File: src/rtl/bp_dyn.sv
// -----------------------------------------------------------------------------
// bp_dyn : dynamic branch predictor for the fetch stage.
//
// Decodes the fetched instruction and produces a same-cycle prediction:
//   * B-type : direction from a PC-indexed table of 2-bit saturating counters
//              (BHT), target pc + imm_b when predicted taken.
//   * JAL    : always taken, target pc + imm_j.
//   * JALR   : taken only on a hit in a direct-mapped, tagged BTB.
//   * other  : not control flow, next PC is pc + 4.
// Tables are trained from branch resolution in execute through the upd_* port.
//
// Ports:
//   clk, rst_n         clock (rising edge), asynchronous active-low reset
//   instr, pc          fetched instruction and its PC
//   pred_is_cf         instr is B-type, JAL or JALR
//   pred_taken         predicted taken
//   pred_target        predicted next PC (pc + 4 when not taken)
//   upd_valid          resolution update strobe; all upd_* ignored when low
//   upd_pc             PC of the resolved instruction
//   upd_kind           00 none, 01 B-type, 10 JAL, 11 JALR
//   upd_taken          resolved direction
//   upd_target         resolved target
//   upd_mispredict     execute detected a misprediction
//   mispredict_cnt     saturating count of reported mispredictions
// -----------------------------------------------------------------------------
module bp_dyn #(
    parameter int         XLEN      = 32,
    parameter int         BHT_IDX_W = 6,
    parameter int         BTB_IDX_W = 4,
    parameter logic [1:0] CNT_INIT  = 2'b01
) (
    input  logic            clk,
    input  logic            rst_n,
    input  logic [31:0]     instr,
    input  logic [XLEN-1:0] pc,
    output logic            pred_is_cf,
    output logic            pred_taken,
    output logic [XLEN-1:0] pred_target,
    input  logic            upd_valid,
    input  logic [XLEN-1:0] upd_pc,
    input  logic [1:0]      upd_kind,
    input  logic            upd_taken,
    input  logic [XLEN-1:0] upd_target,
    input  logic            upd_mispredict,
    output logic [15:0]     mispredict_cnt
);

    localparam int BHT_N = 1 << BHT_IDX_W;
    localparam int BTB_N = 1 << BTB_IDX_W;
    localparam int TAG_W = XLEN - BTB_IDX_W - 2;

    localparam logic [6:0] OP_B    = 7'b1100011;
    localparam logic [6:0] OP_JAL  = 7'b1101111;
    localparam logic [6:0] OP_JALR = 7'b1100111;

    localparam logic [1:0] KIND_B    = 2'b01;
    localparam logic [1:0] KIND_JALR = 2'b11;

    localparam logic [XLEN-1:0] PC_INC = XLEN'(32'd4);

    // Prediction state
    logic [1:0]       bht_r       [BHT_N];
    logic             btb_valid_r [BTB_N];
    logic [TAG_W-1:0] btb_tag_r   [BTB_N];
    logic [XLEN-1:0]  btb_tgt_r   [BTB_N];
    logic [15:0]      mis_cnt_r;

    // Lookup-side decode
    logic [6:0]           opcode_s;
    logic [XLEN-1:0]      imm_b_s;
    logic [XLEN-1:0]      imm_j_s;
    logic [XLEN-1:0]      pc_seq_s;
    logic [BHT_IDX_W-1:0] bidx_s;
    logic [BTB_IDX_W-1:0] tidx_s;
    logic [TAG_W-1:0]     tag_s;
    logic                 btb_hit_s;

    // Update-side decode
    logic [BHT_IDX_W-1:0] upd_bidx_s;
    logic [BTB_IDX_W-1:0] upd_tidx_s;
    logic [TAG_W-1:0]     upd_tag_s;
    logic [1:0]           bht_cur_s;
    logic [1:0]           bht_nxt_s;
    logic                 bht_we_s;
    logic                 btb_we_s;
    logic                 mis_inc_s;

    // pc[1:0] never participates in indexing
    logic unused_s;
    assign unused_s = ^{pc[1:0], upd_pc[1:0]};

    assign opcode_s = instr[6:0];
    // Sign bit instr[31] is included in the replication, so widths total XLEN
    assign imm_b_s  = {{(XLEN-12){instr[31]}}, instr[7], instr[30:25], instr[11:8], 1'b0};
    assign imm_j_s  = {{(XLEN-20){instr[31]}}, instr[19:12], instr[20], instr[30:21], 1'b0};
    assign pc_seq_s = pc + PC_INC;

    assign bidx_s    = pc[BHT_IDX_W+1:2];
    assign tidx_s    = pc[BTB_IDX_W+1:2];
    assign tag_s     = pc[XLEN-1:BTB_IDX_W+2];
    assign btb_hit_s = btb_valid_r[tidx_s] && (btb_tag_r[tidx_s] == tag_s);

    assign upd_bidx_s = upd_pc[BHT_IDX_W+1:2];
    assign upd_tidx_s = upd_pc[BTB_IDX_W+1:2];
    assign upd_tag_s  = upd_pc[XLEN-1:BTB_IDX_W+2];
    assign bht_cur_s  = bht_r[upd_bidx_s];

    assign bht_we_s  = upd_valid && (upd_kind == KIND_B);
    assign btb_we_s  = upd_valid && (upd_kind == KIND_JALR) && upd_taken;
    assign mis_inc_s = upd_valid && upd_mispredict && (mis_cnt_r != 16'hFFFF);

    assign mispredict_cnt = mis_cnt_r;

    // Same-cycle prediction from the current (pre-update) table contents
    always_comb begin
        pred_is_cf  = 1'b0;
        pred_taken  = 1'b0;
        pred_target = pc_seq_s;
        case (opcode_s)
            OP_B: begin
                pred_is_cf = 1'b1;
                pred_taken = bht_r[bidx_s][1];
                if (bht_r[bidx_s][1]) begin
                    pred_target = pc + imm_b_s;
                end else begin
                    pred_target = pc_seq_s;
                end
            end
            OP_JAL: begin
                pred_is_cf  = 1'b1;
                pred_taken  = 1'b1;
                pred_target = pc + imm_j_s;
            end
            OP_JALR: begin
                pred_is_cf = 1'b1;
                if (btb_hit_s) begin
                    pred_taken  = 1'b1;
                    pred_target = btb_tgt_r[tidx_s];
                end else begin
                    pred_taken  = 1'b0;
                    pred_target = pc_seq_s;
                end
            end
            default: begin
                pred_is_cf  = 1'b0;
                pred_taken  = 1'b0;
                pred_target = pc_seq_s;
            end
        endcase
    end

    // Saturating 2-bit counter step for the BHT entry being trained
    always_comb begin
        bht_nxt_s = bht_cur_s;
        if (upd_taken) begin
            if (bht_cur_s == 2'b11) begin
                bht_nxt_s = bht_cur_s;
            end else begin
                bht_nxt_s = bht_cur_s + 2'd1;
            end
        end else begin
            if (bht_cur_s == 2'b00) begin
                bht_nxt_s = bht_cur_s;
            end else begin
                bht_nxt_s = bht_cur_s - 2'd1;
            end
        end
    end

    // BHT counters: reset to CNT_INIT, trained by B-type resolutions
    always_ff @(posedge clk or negedge rst_n) begin
        if (!rst_n) begin
            for (int i = 0; i < BHT_N; i++) begin
                bht_r[i] <= CNT_INIT;
            end
        end else if (bht_we_s) begin
            bht_r[upd_bidx_s] <= bht_nxt_s;
        end
    end

    // BTB: taken JALR resolutions overwrite the indexed entry unconditionally
    always_ff @(posedge clk or negedge rst_n) begin
        if (!rst_n) begin
            for (int i = 0; i < BTB_N; i++) begin
                btb_valid_r[i] <= 1'b0;
                btb_tag_r[i]   <= '0;
                btb_tgt_r[i]   <= '0;
            end
        end else if (btb_we_s) begin
            btb_valid_r[upd_tidx_s] <= 1'b1;
            btb_tag_r[upd_tidx_s]   <= upd_tag_s;
            btb_tgt_r[upd_tidx_s]   <= upd_target;
        end
    end

    // Misprediction counter, sticks at all-ones
    always_ff @(posedge clk or negedge rst_n) begin
        if (!rst_n) begin
            mis_cnt_r <= 16'd0;
        end else if (mis_inc_s) begin
            mis_cnt_r <= mis_cnt_r + 16'd1;
        end
    end

endmodule

File: config.mk
export PLATFORM = sky130hd
export DESIGN_NAME = bp_dyn
export DESIGN_NICKNAME = d
export VERILOG_FILES = /design/src/rtl/bp_dyn.sv
export SDC_FILE = /design/constraint.sdc
export NUM_CORES = 2
export LEC_CHECK = 0
export CAP_MARGIN = 20
export CELL_PAD_IN_SITES_DETAIL_PLACEMENT = 0
export CELL_PAD_IN_SITES_GLOBAL_PLACEMENT = 1
export CORE_MARGIN = 2
export CORE_UTILIZATION = 30
export CTS_CLUSTER_SIZE = 16
export DETAILED_ROUTE_END_ITERATION = 16
export GPL_TIMING_DRIVEN = 0
export PLACE_DENSITY_LB_ADDON = 0.1
export SETUP_SLACK_MARGIN = 0.2
export SLEW_MARGIN = 20
export SYNTH_ARGS = -nofsm -noshare
export SYNTH_HDL_FRONTEND = slang
export SYNTH_SLANG_ARGS = --single-unit
File: constraint.sdc
create_clock -name clk -period 5.5 [get_ports clk]
set_input_delay 0.825 -clock clk [delete_from_list [all_inputs] [get_ports clk]]
set_output_delay 0.825 -clock clk [all_outputs]
set_load 0.02 [all_outputs]
==> impl_summary.log <==
INFO  metric numCtsBuffers = 136
INFO  metric report.final.slew_viol_count = 0
INFO  metric worst_slew_pin_slew = between 1000 and 1500 ps
INFO  metric share_of_the_synthesized_area_in_the_top_cell_type = 47.23%
INFO  metric post_synth_inst_count = roughly 3800
INFO  metric floorplan.die.width = around 430 um
INFO  metric synth_common_cells = 1064 x sky130_fd_sc_hd__mux2_2, 1024 x sky130_fd_sc_hd__dfrtp_1, 268 x sky130_fd_sc_hd__mux4_2, 208 x sky130_fd_sc_hd__clkbuf_1, 139 x sky130_fd_sc_hd__nand2_1
INFO  metric final-hold-violation-count = 0
INFO  metric overflow = 0
INFO  metric power-per-cell-area = about 310 mW/mm2
INFO  metric grt_antenna_before_repair = 12
INFO  metric crit_path_max_fanout = 6
INFO  metric timing.final.setup_violations = 0
INFO  metric initial_core_utilization = 30.12%
INFO  metric fill_cells = 17300
INFO  metric viasPerCell = 5.291
INFO  metric ys_seq_area_share = 50.33%
INFO  metric timing.critical_path.from_type = primary input
INFO  metric synth_enable_flop_cells = 0
INFO  metric synth.distinct_cells = 84
INFO  metric synth_top_cells_by_area = sky130_fd_sc_hd__dfrtp_1 47%, sky130_fd_sc_hd__mux2_2 22%, sky130_fd_sc_hd__mux4_2 11%
INFO  metric cts_sinks = 1088
INFO  metric critPathSlowestCell = sky130_fd_sc_hd__or3_4
INFO  metric critical_path_required = between 4000 and 5000 ps
INFO  metric synth.most_common_cell = sky130_fd_sc_hd__mux2_2
INFO  metric timing.final.crit_share = 97.07%
INFO  metric drc_errors = 0
INFO  metric yosys_warnings = 0
INFO  metric final.min_clock_period = 5339 ps
INFO  metric grt_max_degree = 134
INFO  metric global_route_wire_length_before_repair = roughly 290 mm
INFO  metric slew_headroom = 22.40%
INFO  metric postLayoutCoreUtil = 36.76%
INFO  metric static-leakage-power = 29.62 nW
INFO  metric vias = 35510
INFO  metric tritoncts = done
INFO  metric worstPathArrival = 4510 ps
INFO  metric synth.cell_area = between 0.05 and 0.06 mm2
INFO  metric top_level_ports = approximately 190
INFO  metric ys_seq_elements = 1088
INFO  metric synth_async_sr_flop_share = 100.0%
INFO  metric finalNetCount = 4413
INFO  metric drt.antenna.violating_nets = 0
INFO  metric clock.fmax = 187.3 MHz
INFO  metric min_path_type = reg -> reg
INFO  metric cts.clk_slew.worst_paths = 60 ps
INFO  metric average_wire_per_standard_cell = around 31 um
INFO  metric critical-path-max-stage-delay = 380 ps
INFO  metric place_hpwl = approximately 140 mm
INFO  metric dr.pass1.iters = 6
INFO  metric clockBufferDepth = 3
INFO  metric total_track_usage = 22.44%
INFO  metric critical_path_class = in -> out
INFO  metric rows = 156
INFO  metric via_count_of_the_first_global_routing_pass = 37330
INFO  metric syn2layout_area_growth = 22.05%
INFO  metric die-area = between 0.15 and 0.2 mm2
INFO  metric h_tree_depth = 4
INFO  metric clock_tree.root_cell = sky130_fd_sc_hd__clkbuf_16
INFO  metric area_of_the_core = 0.1802 mm2
INFO  metric drive_gt1_share = a little under half
INFO  metric dr.first_iter.drc_count = 2339
INFO  metric design_power_total = 20.79 mW
INFO  metric netlist.top_cell.by_area = sky130_fd_sc_hd__dfrtp_1
INFO  metric chipHeight = around 430 um
INFO  metric synth-main-ff-cell = sky130_fd_sc_hd__dfrtp_1
INFO  metric synth_fp_nets = 3999
INFO  metric status = finished clean
INFO  metric critPathCaptureType = primary output
INFO  metric portBuffers = 179
INFO  metric maxCapViolations = 0
INFO  metric clock_latency_reported_for_the_late_side_of_the_worst_skew_pair = 790 ps
INFO  metric rsz0062_at_grt = true
INFO  metric cp_cell_sequence = buf_12 -> buf_12 -> buf_16 -> buf_16 -> buf_4 -> mux4_2 -> mux2i_4 -> xor2_1 -> o311ai_1 -> o22ai_2 -> o2111ai_2 -> or3_4 -> buf_6 -> a21oi_4 -> buf_12 -> buf_6 -> buf_16 -> o211ai_1 -> buf_4
INFO  metric wl = 207.2 mm
INFO  metric fin_worst_skew = between 15 and 20 ps
INFO  metric finalWeightedCongestion = 0.8435
INFO  metric synthesis.area_per_instance = 14.22 um2
INFO  metric worst_ir_drop_vdd = 0.2461 mV
power by group:
part / leakage (nW) / internal [mW] / total, mW / switching, mW
Combinational: 12.8 / 1.37 / 2.92 / 1.54
Sequential: 14.6 / 8.64 / 8.96 / 0.313
Clock: 2.17 / 5.25 / 8.92 / 3.67
repair_timing:
| action | CTS | global route |
|---|---|---|
| setup buffers | 45 | 29 |
| pin swaps | 41 | 31 |
| hold buffers | 1 | 0 |
| resized for setup | 482 | 87 |
| setup endpoints to repair | 33 | 32 |
| gates cloned | 2 | 1 |
| hold endpoints to repair | 58 | 0 |
registers in the layout, summed over array words and instances, names as in the netlist:
name            flops
mispredict_cnt     16
bht_r             128
btb_tgt_r         512
btb_tag_r         416
btb_valid_r        16
critical path: cells and delay by family:
kind	cells	cell delay (ps)
buf+inv	10	1580
simple gates	1	380
xor+xnor	1	240
mux	2	570
compound gates	5	870
cell families after synthesis:
family,Yosys count,share of synthesized area [%]
buffers and inverters,335,2.680
adder cells (fa/ha/maj),49,1.148
multiplexers,1453,35.71
AND/OR/NAND/NOR,436,3.982
AO/OA/AOI/OAI,359,4.589
flip-flops,1088,50.33
XOR/XNOR,97,1.566
cell usage in the layout, fill, tap and decap left out, types with 19 or more instances in the layout:
master and count:
sky130_fd_sc_hd__clkbuf_1 191, sky130_fd_sc_hd__clkinv_2 29, sky130_fd_sc_hd__buf_12 27, sky130_fd_sc_hd__and3_1 21
sky130_fd_sc_hd__mux2_2 1063, sky130_fd_sc_hd__buf_1 25, sky130_fd_sc_hd__clkbuf_2 40, sky130_fd_sc_hd__nand3_1 43
sky130_fd_sc_hd__nor2_1 86, sky130_fd_sc_hd__a21o_1 19, sky130_fd_sc_hd__clkbuf_8 30, sky130_fd_sc_hd__clkbuf_16 142
sky130_fd_sc_hd__dfrtp_1 1024, sky130_fd_sc_hd__xnor2_1 56, sky130_fd_sc_hd__nand2_1 137, sky130_fd_sc_hd__ha_1 43
sky130_fd_sc_hd__mux2i_4 19, sky130_fd_sc_hd__o21ai_0 38, sky130_fd_sc_hd__buf_2 19, sky130_fd_sc_hd__a21oi_1 67
sky130_fd_sc_hd__buf_6 23, sky130_fd_sc_hd__o211ai_1 26, sky130_fd_sc_hd__mux4_2 273, sky130_fd_sc_hd__buf_16 25
sky130_fd_sc_hd__xor2_1 40, sky130_fd_sc_hd__clkdlybuf4s50_1 130, sky130_fd_sc_hd__buf_4 78, sky130_fd_sc_hd__dfstp_2 64
sky130_fd_sc_hd__a22oi_1 26, sky130_fd_sc_hd__inv_1 21, sky130_fd_sc_hd__mux2i_1 91
layer usage:
layer	track usage, %	vias to the layer above	share of wire [%]
met4	6.204	2	2.6
met2	36.08	712	47
met1	31.47	19330	47
li1	-	15210	-
met5	0	-	0.0043
met3	3.335	257	3.6
through the flow:
stage / instance area, um2 / std cells / hold WS (ps) / setup TNS (ps) / worst slack (ps)
6_report: 66220 / 6711 / 463.5 / 0 / 161.3
5_1_grt: 66210 / 6705 / 478.5 / 0 / 153.0
4_1_cts: 65740 / 6674 / 466.3 / 0 / 204.5
3_5_place_dp: 59460 / 6385 / 452.5 / -78670 / -2725
3_3_place_gp: 59020 / 6366 / 442.8 / - / -50430
2_1_floorplan: 54260 / 3817 / 429.6 / 0 / 880.3
cell type report:
class	instances	area [um2]	area share, %
Sequential cell	1088	27310	41.23
Multi-Input combinational cell	2394	26390	39.84
Clock buffer	197	3969	5.993
Tap cell	2370	2965	4.478
Timing Repair Buffer	276	2883	4.353
Buffer	309	2167	3.272
Clock inverter	44	412.9	0.6235
Inverter	26	116.4	0.1757
Antenna cell	7	17.52	0.02645
worst paths after layout:
path	cells after the start	from	end	slack, ps
min	1	btb_valid_r[9]$_DFFE_PN0P_	btb_valid_r[9]$_DFFE_PN0P_	460
max in group asynchronous	6	rst_n	bht_r[111]$_DFFE_PN0P_	2350
max	19	pc[3]	pred_target[5]	160
min reg2reg	1	btb_valid_r[9]$_DFFE_PN0P_	btb_valid_r[9]$_DFFE_PN0P_	460
min in group asynchronous	2	rst_n	btb_tgt_r[121]$_DFFE_PN0P_	580
max reg2reg	6	bht_r[17]$_DFFE_PN0P_	bht_r[111]$_DFFE_PN0P_	2250
Note: power is estimated with default switching activity, not from simulation.
